**src/rtl/cpu_hazard_pkg.sv**
```systemverilog
// Shared definitions for the operand-hazard logic: register-file geometry,
// bypass stage numbering and the bypass-entry record.
package cpu_hazard_pkg;

  localparam int REG_ADDR_W = 5;
  localparam int NUM_REGS   = 32;

  localparam int STG_EX  = 0;
  localparam int STG_MEM = 1;
  localparam int STG_WB  = 2;

  // Data is carried at the widest supported datapath; narrower XLEN zero-extends.
  localparam int BYP_DATA_W = 64;

  typedef struct packed {
    logic                  valid;
    logic                  wen;
    logic [REG_ADDR_W-1:0] rd;
    logic [BYP_DATA_W-1:0] data;
  } byp_entry_t;

endpackage

```
**src/rtl/fwd_select.sv**
```systemverilog
// Priority bypass mux for one source operand of one lane: youngest matching
// bypass entry wins, and a not-yet-valid youngest match falls back to RF data.
module fwd_select
  import cpu_hazard_pkg::*;
#(
  parameter int ISSUE_W = 2,
  parameter int XLEN    = 32,
  parameter int NSTG    = 3,
  parameter int LANE    = 0
) (
  input  logic [REG_ADDR_W-1:0]              src,
  input  logic [XLEN-1:0]                    rf_data,
  input  logic [NSTG*ISSUE_W-1:0]            byp_valid,
  input  logic [NSTG*ISSUE_W-1:0]            byp_wen,
  input  logic [NSTG*ISSUE_W*REG_ADDR_W-1:0] byp_rd,
  input  logic [NSTG*ISSUE_W*XLEN-1:0]       byp_data,
  output logic [XLEN-1:0]                    data,
  output logic                               err
);

  byp_entry_t cur_ent;
  byp_entry_t hit_ent;
  logic       hit;

  // Walk from lowest to highest priority so the last match written is the youngest.
  always_comb begin
    cur_ent = '0;
    hit_ent = '0;
    hit     = 1'b0;
    for (int s = NSTG - 1; s >= 0; s--) begin
      for (int l = 0; l < ISSUE_W; l++) begin
        cur_ent.valid = byp_valid[s*ISSUE_W + l];
        cur_ent.wen   = byp_wen[s*ISSUE_W + l];
        cur_ent.rd    = byp_rd[(s*ISSUE_W + l)*REG_ADDR_W +: REG_ADDR_W];
        cur_ent.data  = BYP_DATA_W'(byp_data[(s*ISSUE_W + l)*XLEN +: XLEN]);
        if (cur_ent.wen && cur_ent.rd == src && !(s == STG_EX && l >= LANE)) begin
          hit     = 1'b1;
          hit_ent = cur_ent;
        end
      end
    end
  end

  always_comb begin
    data = rf_data;
    err  = 1'b0;
    if (src != '0 && hit) begin
      if (hit_ent.valid) begin
        data = hit_ent.data[XLEN-1:0];
      end else begin
        err = 1'b1;
      end
    end
  end

endmodule

```
**src/rtl/fwd_scoreboard_n.sv**
```systemverilog
// N-issue operand hazard unit: per-register latency scoreboard that gates
// bundle issue, plus youngest-first operand forwarding for every lane.
module fwd_scoreboard_n
  import cpu_hazard_pkg::*;
#(
  parameter int ISSUE_W = 2,
  parameter int XLEN    = 32,
  parameter int NSTG    = 3,
  parameter int LAT_W   = 2
) (
  input  logic                               clk,
  input  logic                               rst_n,
  input  logic                               flush,
  input  logic [ISSUE_W-1:0]                 issue_valid,
  output logic                               issue_ready,
  input  logic [ISSUE_W*REG_ADDR_W-1:0]      issue_rd,
  input  logic [ISSUE_W-1:0]                 issue_wen,
  input  logic [ISSUE_W*LAT_W-1:0]           issue_lat,
  input  logic [ISSUE_W*REG_ADDR_W-1:0]      issue_rs1,
  input  logic [ISSUE_W*REG_ADDR_W-1:0]      issue_rs2,
  input  logic [ISSUE_W*REG_ADDR_W-1:0]      ex_rs1,
  input  logic [ISSUE_W*REG_ADDR_W-1:0]      ex_rs2,
  input  logic [ISSUE_W*XLEN-1:0]            rf_rs1_data,
  input  logic [ISSUE_W*XLEN-1:0]            rf_rs2_data,
  input  logic [NSTG*ISSUE_W-1:0]            byp_valid,
  input  logic [NSTG*ISSUE_W-1:0]            byp_wen,
  input  logic [NSTG*ISSUE_W*REG_ADDR_W-1:0] byp_rd,
  input  logic [NSTG*ISSUE_W*XLEN-1:0]       byp_data,
  output logic [ISSUE_W*XLEN-1:0]            op1_data,
  output logic [ISSUE_W*XLEN-1:0]            op2_data,
  output logic                               fwd_err,
  output logic [31:0]                        stall_cnt
);

  logic [LAT_W-1:0]      cnt_q [NUM_REGS];
  logic [LAT_W-1:0]      cnt_d [NUM_REGS];
  logic [31:0]           stall_cnt_q, stall_cnt_d;
  logic                  ready;
  logic                  fire;
  logic [REG_ADDR_W-1:0] chk_src;
  logic [REG_ADDR_W-1:0] ld_rd;
  logic [ISSUE_W-1:0]    err1, err2;

  // A source stalls on a busy scoreboard entry or on a multi-cycle producer earlier in the bundle.
  always_comb begin
    ready   = 1'b1;
    chk_src = '0;
    for (int i = 0; i < ISSUE_W; i++) begin
      for (int k = 0; k < 2; k++) begin
        chk_src = (k == 0) ? issue_rs1[i*REG_ADDR_W +: REG_ADDR_W]
                           : issue_rs2[i*REG_ADDR_W +: REG_ADDR_W];
        if (issue_valid[i] && chk_src != '0) begin
          if (cnt_q[chk_src] != '0) ready = 1'b0;
          for (int j = 0; j < i; j++) begin
            if (issue_valid[j] && issue_wen[j] &&
                issue_lat[j*LAT_W +: LAT_W] != '0 &&
                issue_rd[j*REG_ADDR_W +: REG_ADDR_W] == chk_src)
              ready = 1'b0;
          end
        end
      end
    end
  end

  assign fire = issue_valid[0] && ready;

  always_comb begin
    ld_rd = '0;
    for (int r = 0; r < NUM_REGS; r++) begin
      cnt_d[r] = (cnt_q[r] != '0) ? cnt_q[r] - LAT_W'(1) : cnt_q[r];
    end
    if (fire) begin
      for (int i = 0; i < ISSUE_W; i++) begin
        ld_rd = issue_rd[i*REG_ADDR_W +: REG_ADDR_W];
        if (issue_valid[i] && issue_wen[i] && ld_rd != '0)
          cnt_d[ld_rd] = issue_lat[i*LAT_W +: LAT_W];
      end
    end
    cnt_d[0] = '0;
    if (flush) begin
      for (int r = 0; r < NUM_REGS; r++) cnt_d[r] = '0;
    end
  end

  always_comb begin
    stall_cnt_d = stall_cnt_q;
    if (issue_valid[0] && !ready && stall_cnt_q != 32'hFFFF_FFFF)
      stall_cnt_d = stall_cnt_q + 32'd1;
  end

  always_ff @(posedge clk or negedge rst_n) begin
    if (!rst_n) begin
      for (int r = 0; r < NUM_REGS; r++) cnt_q[r] <= '0;
      stall_cnt_q <= '0;
    end else begin
      for (int r = 0; r < NUM_REGS; r++) cnt_q[r] <= cnt_d[r];
      stall_cnt_q <= stall_cnt_d;
    end
  end

  for (genvar gi = 0; gi < ISSUE_W; gi++) begin : g_lane
    fwd_select #(.ISSUE_W(ISSUE_W), .XLEN(XLEN), .NSTG(NSTG), .LANE(gi)) u_op1 (
      .src       (ex_rs1[gi*REG_ADDR_W +: REG_ADDR_W]),
      .rf_data   (rf_rs1_data[gi*XLEN +: XLEN]),
      .byp_valid (byp_valid),
      .byp_wen   (byp_wen),
      .byp_rd    (byp_rd),
      .byp_data  (byp_data),
      .data      (op1_data[gi*XLEN +: XLEN]),
      .err       (err1[gi])
    );
    fwd_select #(.ISSUE_W(ISSUE_W), .XLEN(XLEN), .NSTG(NSTG), .LANE(gi)) u_op2 (
      .src       (ex_rs2[gi*REG_ADDR_W +: REG_ADDR_W]),
      .rf_data   (rf_rs2_data[gi*XLEN +: XLEN]),
      .byp_valid (byp_valid),
      .byp_wen   (byp_wen),
      .byp_rd    (byp_rd),
      .byp_data  (byp_data),
      .data      (op2_data[gi*XLEN +: XLEN]),
      .err       (err2[gi])
    );
  end

  assign issue_ready = ready;
  assign fwd_err     = |{err1, err2};
  assign stall_cnt   = stall_cnt_q;

endmodule

```
**config.mk**
```make
export PLATFORM = sky130hd
export DESIGN_NAME = fwd_scoreboard_n
export DESIGN_NICKNAME = d
export VERILOG_FILES = /design/src/rtl/cpu_hazard_pkg.sv /design/src/rtl/fwd_select.sv /design/src/rtl/fwd_scoreboard_n.sv
export SDC_FILE = /design/constraint.sdc
export NUM_CORES = 1
export LEC_CHECK = 0
export ABC_AREA = 1
export CAP_MARGIN = 20
export CORE_AREA = 3 3 229 231
export DETAILED_ROUTE_END_ITERATION = 12
export DIE_AREA = 0 0 232 234
export PLACE_DENSITY = 0.66
export SLEW_MARGIN = 0
export SYNTH_ARGS = -nofsm -noshare
export SYNTH_HDL_FRONTEND = slang
export SYNTH_SLANG_ARGS = --single-unit
```
**constraint.sdc**
```tcl
create_clock -name clk -period 5.7 [get_ports clk]
set_clock_uncertainty 0.2 [all_clocks]
set_input_delay 0.57 -clock clk [delete_from_list [all_inputs] [get_ports clk]]
set_output_delay 0.57 -clock clk [all_outputs]
set_load 0.01 [all_outputs]
```
-- After elaboration in Yosys (flattened, before gate mapping)
Cells that the tools add are included.
- register bits: 96
- latch bits: 0
- RAM bits: 0
- ROM bits: 0
- input bits: 423
- output and inout bits: 162
- word-level logic and storage cells: 305
- memories: 0
- $add $sub $neg: 33
- $mul: 0
- div/mod/pow operators: 0
- order comparisons: 8
- equality and inequality tests: 21
- shift-type cells: 0
- mux-type cells: 117
- bitwise operators: 6
- reduce and logical (&&, ||, !) cells: 87
- operator list (operator ; count):
    71-bit 2-to-1 mux ; 18
    32-bit 2-to-1 mux ; 8
    62-bit 2-to-1 mux ; 3
    64-bit bitwise mux ; 2
    64-bit 2-to-1 mux ; 2
    5-bit equality test ; 20
    2-bit 2-to-1 mux ; 42
    2-bit nonzero test ; 37
    2-bit by 1-bit subtractor with 2-bit output, second input constant ; 32
    5-bit nonzero test ; 10
    2-bit binary-select mux with 5-bit select ; 4
    1-bit logical AND ; 38
    6-bit greater-or-equal comparator, second input constant ; 6
    1-bit 2-to-1 mux ; 36
    5-bit inverter with 6-bit output ; 6
    32-bit by 1-bit adder with 32-bit output, second input constant ; 1
    32-bit != test, second input constant ; 1
    2-bit demux with 5-bit select ; 2
    6-bit by 1-bit less-than comparator with 1-bit output, second input constant ; 2
    4-bit OR reduction ; 1
    1-bit logical NOT ; 1

-- Depth between registers and ports, before layout
Gate-level depths: netlist (run 1).
- depth in word-level cells: 21
- depth in mapped cells: 18
- depth with buffers taken out: 16

-- Cells and area by module
A second synthesis (run 1) with hierarchy kept.
- cells, all modules: 3770
- area, all modules: 17936.0 sq um
- modules (own cells, without submodules) (module ; instances ; cells each ; area each (sq um) ; seq. area each (sq um)):
    fwd_scoreboard_n ; 1 ; 1454 ; 8401.8 ; 2352.3
    fwd_select at g_lane[1].u_op1 ... ; 2 ; 657 ; 2672.6 ; 0.0
    fwd_select at g_lane[0].u_op1 ... ; 2 ; 501 ; 2094.5 ; 0.0

-- Least setup slack after synthesis (run 1)
OpenSTA, ideal clock, no wires.
- path kind: input to output
- start: input port ex_rs1[4]
- end: output port op1_data[10]
- data arrival time: 2.176 ns
- required time: 4.930 ns
- slack: 2.754 ns
- stages: 9
- path buffers: 3
- path through: clkbuf_1 > xor2_1 > nor3_1 > nand2b_1 > buf_2 > a41oi_1 > nand3_2 > clkbuf_1 > o21ai_0
- longest elaborated chain between the ends: 8
- elaborated cells on any way between the ends: 20
- classes of those cells: 4 x eq/ne; 10 x mux; 6 x reduce/logical
- RTL lines (what ; line ; source):
    start: declaration ; fwd_scoreboard_n.sv:21 ; input logic [ISSUE_W*REG_ADDR_W-1:0] ex_rs1,
    5-bit equality test ; fwd_select.sv:36 ; if (cur_ent.wen && cur_ent.rd == src && !(s == STG_EX && l >= LANE)) begin
    1-bit logical AND ; fwd_select.sv:36 ;
    71-bit 2-to-1 mux / 1-bit 2-to-1 mux (equally long branches) (4 in a row) ; fwd_select.sv:36 ;
    32-bit 2-to-1 mux / 1-bit logical AND (equally long branches) ; fwd_select.sv:48, fwd_select.sv:47 ;
    32-bit 2-to-1 mux * ; fwd_select.sv:47 ; if (src != '0 && hit) begin
    end: declaration ; fwd_scoreboard_n.sv:29 ; output logic [ISSUE_W*XLEN-1:0] op1_data,
Mark *: on every way between the ends. The rest lies on a longest branch, timed or not.

-- Worst setup path after layout (run 1)
- start: input port ex_rs1[2]
- end: output port op1_data[22]
Same word-level chain as after synthesis.

==> results of run 1 <==
## stage by stage
| stage | util (%) | instances | hold WS, ps |
|---|---|---|---|
| floorplan | - | 3107 | 74.4 |
| global placement | 44.0 | 4202 | 310 |
| detailed placement | 44.0 | 4202 | 303 |
| CTS | 44.6 | 4218 | 108 |
| global route | 44.7 | 4231 | 136 |
| finish | 44.7 | 4241 | 74.1 |
## synthesized netlist by cell type, types with 2 or more instances
| library cell | count | area (sq um) |
|---|---|---|
| nand2_1 | 982 | 3690 |
| nor2_1 | 424 | 1590 |
| o21ai_0 | 319 | 1600 |
| a21oi_1 | 254 | 1270 |
| inv_1 | 250 | 938 |
| nand3_1 | 181 | 906 |
| o211ai_1 | 146 | 1100 |
| clkbuf_1 | 124 | 465 |
| dfrtp_1 | 94 | 2350 |
| nor3_1 | 46 | 230 |
| nand4_1 | 45 | 282 |
| o22ai_1 | 42 | 263 |
| buf_2 | 40 | 200 |
| xor2_1 | 35 | 307 |
| a211oi_1 | 20 | 150 |
| inv_2 | 19 | 71.3 |
| nor4_1 | 15 | 93.8 |
| buf_1 | 9 | 33.8 |
| xnor2_1 | 8 | 70.1 |
| buf_4 | 7 | 52.6 |
| a221oi_1 | 5 | 43.8 |
| mux2i_1 | 5 | 50.1 |
| clkinv_1 | 4 | 15.0 |
| nand3b_1 | 4 | 30.0 |
| nor2_2 | 4 | 25.0 |
| o21ai_1 | 4 | 20.0 |
| nand3_2 | 3 | 30.0 |
| nand2b_1 | 2 | 12.5 |
| nor4_4 | 2 | 42.5 |
| o41ai_1 | 2 | 17.5 |
## per-layer routing
| layer | track usage, % | up-vias | part of all wire, % |
|---|---|---|---|
| li1 | - | 11200 | - |
| met1 | 42.9 | 10700 | 40 |
| met2 | 49.9 | 1474 | 43 |
| met3 | 8.03 | 236 | 11 |
| met4 | 17.6 | 10 | 5.4 |
| met5 | 0 | - | 0.069 |
## where the power goes
part / switching [uW] / total, uW / internal, uW
logic: 891 / 1520 / 628
registers: 65.4 / 786 / 721
clock network: 317 / 633 / 316
## critical path: stages
cell and delay, ps:
clkdlybuf4s50_1 690, inv_1 140, o22ai_1 170, a21oi_1 70, nand3_2 270, clkinv_1 480
a21oi_1 260, nand2_1 110, nand3_2 300, buf_4 330, nand2_1 80, o21ai_0 220
clkdlybuf4s50_1 650
## worst max path at each step
stage                         to  slack (ps)  cells after the start
finish              op1_data[22]         580                     13
global route         op1_data[6]         520                     12
CTS                 op1_data[22]         730                     13
detailed placement  op1_data[22]         730                     13
global placement    op1_data[22]         720                     13
floorplan           op1_data[10]        2750                      9
## state kept, by name, summed over array words and instances (netlist names)
signal     count
cnt_q         62
stall_cnt     32
## cell type report
cell class                      count  area [sq um]  share of cell area, %
Tap cell                          672           841                   3.74
Multi-Input combinational cell   2559         12000                   53.3
Sequential cell                    94          2350                   10.5
Inverter                          273          1020                   4.56
Clock inverter                      6          53.8                  0.239
Clock buffer                       10           239                   1.06
Timing Repair Buffer              607          5930                   26.4
Antenna cell                       20          50.0                  0.223
## cells by family after synthesis
family	share of synthesized area, %
flip-flops	14.6
XOR/XNOR	2.34
adder cells (fa/ha/maj)	0.0779
AO/OA/AOI/OAI	28.1
multiplexers	0.312
AND/OR/NAND/NOR	43.4
buffers and inverters	11.1
==> summary.txt, run 1 <==
Synth
  • Post-Syn Nets: about 3500
  • Syn avg cell area: 5.17 sq um
  • Mapped cell area: between 15000 and 20000 sq um
  • Async S/R FF share, synth: between 90% and 100%
  • EDFF count, synth: 0
  • Ys Warns: 0
  • #FFs+latches synth: between 90 and 100
  • Predominant post-synthesis flop cell: dfrtp_1
  • Netlist cell types: 42
  • Register area share after synthesis: about 15%
  • Synth Instances: between 3000 and 4000

Routing
  • Drt pass-1 iters: 6
  • Final WL: 94.7 mm
  • Antenna viol nets, final: 0
  • Vias per cell: between 5 and 6
  • Wire per inst: between 20 and 25 um
  • Detailed Route Iter0 Violations: ~2600
  • Remaining DRCs: 0
  • Total number of vias: about 24000

GRT
  • Largest net degree at the start of global routing: 65
  • Initial antenna violation count: 22
  • GRT Overall Usage: 32.8%
  • Vias in the first global route: ~21000
  • Global-route wire length before repair: between 100 and 150 mm
  • Gr ovfl total: 0

Clock network
  • Clk_lat worst skew: around 390 ps
  • Total setup buffers inserted after CTS: 0
  • H-tree depth: 3
  • CTS tree: yes
  • Root Buffer: clkbuf_16
  • Clk slew on worst S/H paths: 80 ps
  • CTS resizes: 0
  • CTS Buffer Depth: 2
  • Inserted Clock Buffers: 9
  • CTS hold repair buffers: 0
  • Num Clock Sinks: between 90 and 100

Place
  • Gpl congestion: about 1.1
  • IO Port Bufs: between 500 and 600
  • Post-DP Area: ~22000 sq um
  • DPL Wire Length: ~73 mm
  • DP Worst Slack: between 700 and 800 ps

Flow run
  • Max-cap viol count: 0

Critical path
  • Worst Setup End Kind: primary output
  • R2R Path Start: cnt_q[26]
  • Crit path max fanout: 19
  • CP required: roughly 4900 ps
  • CP Class: input pin to primary output
  • Reg2reg path depth: 16
  • Startpoint types: input pin
  • Reg2reg end: cnt_q[14]
  • Reg2Reg Setup Slack: 2220 ps
  • CP startpoint: ex_rs1[2]
  • Crit path DAT: 4350 ps

Floorplan
  • Initial Utilization: between 30% and 40%
  • Die W: 232 um
  • Io pins: 585
  • Total core area: 50300 sq um
  • FP Rows: 82
  • Overall die area: between 50000 and 60000 sq um
  • Die H: around 230 um

STA
  • Final setup margin: roughly 580 ps
  • Worst rel slew slack: roughly a fifth
  • Setup Viol. Count Final: 0
  • Final hold viol count: 0
  • Post-route minimum period: 5120 ps
  • Fin Setup TNS: 0 ps
  • Max-slew violation count: 0
  • RSZ-0062 raised after global routing: false
  • Final worst path period share: between 80% and 90%
  • Worst Tran Pin Value: 1190 ps
  • Fmax: just under 200 MHz

Power and ir drop
  • Power Total: 2940 uW
  • Cell Pwr Density: 131 nW/um^2
  • Worst vdd ir: around 0.16 mV
  • Leakage: approximately 0.011 uW

Finish
  • Layout cell share with drive strength beyond 1: under 10%
  • Most common cell after layout, fill and taps aside: nand2_1
  • Fillers: between 5000 and 6000
  • Final Net Count: 3968
  • Area growth from synthesis to layout: 40.0%
  • Most frequent cells in the layout: nand2_1 (980), clkdlybuf4s50_1 (544), nor2_1 (424), o21ai_0 (319), a21oi_1 (254)
  • Post-Layout Inst Area: between 20000 and 25000 sq um

Worst hold path
  • Worst Hold Class: input pin to async pin

Outcome
  • Status: finished clean
Note: power is estimated with default switching activity, not from simulation.
==> run 2: changes to the inputs <==
- SLEW_MARGIN: 0 -> not set
==> results of run 2 <==
No change in the layout: final DEF, timing and power equal those of run 1.
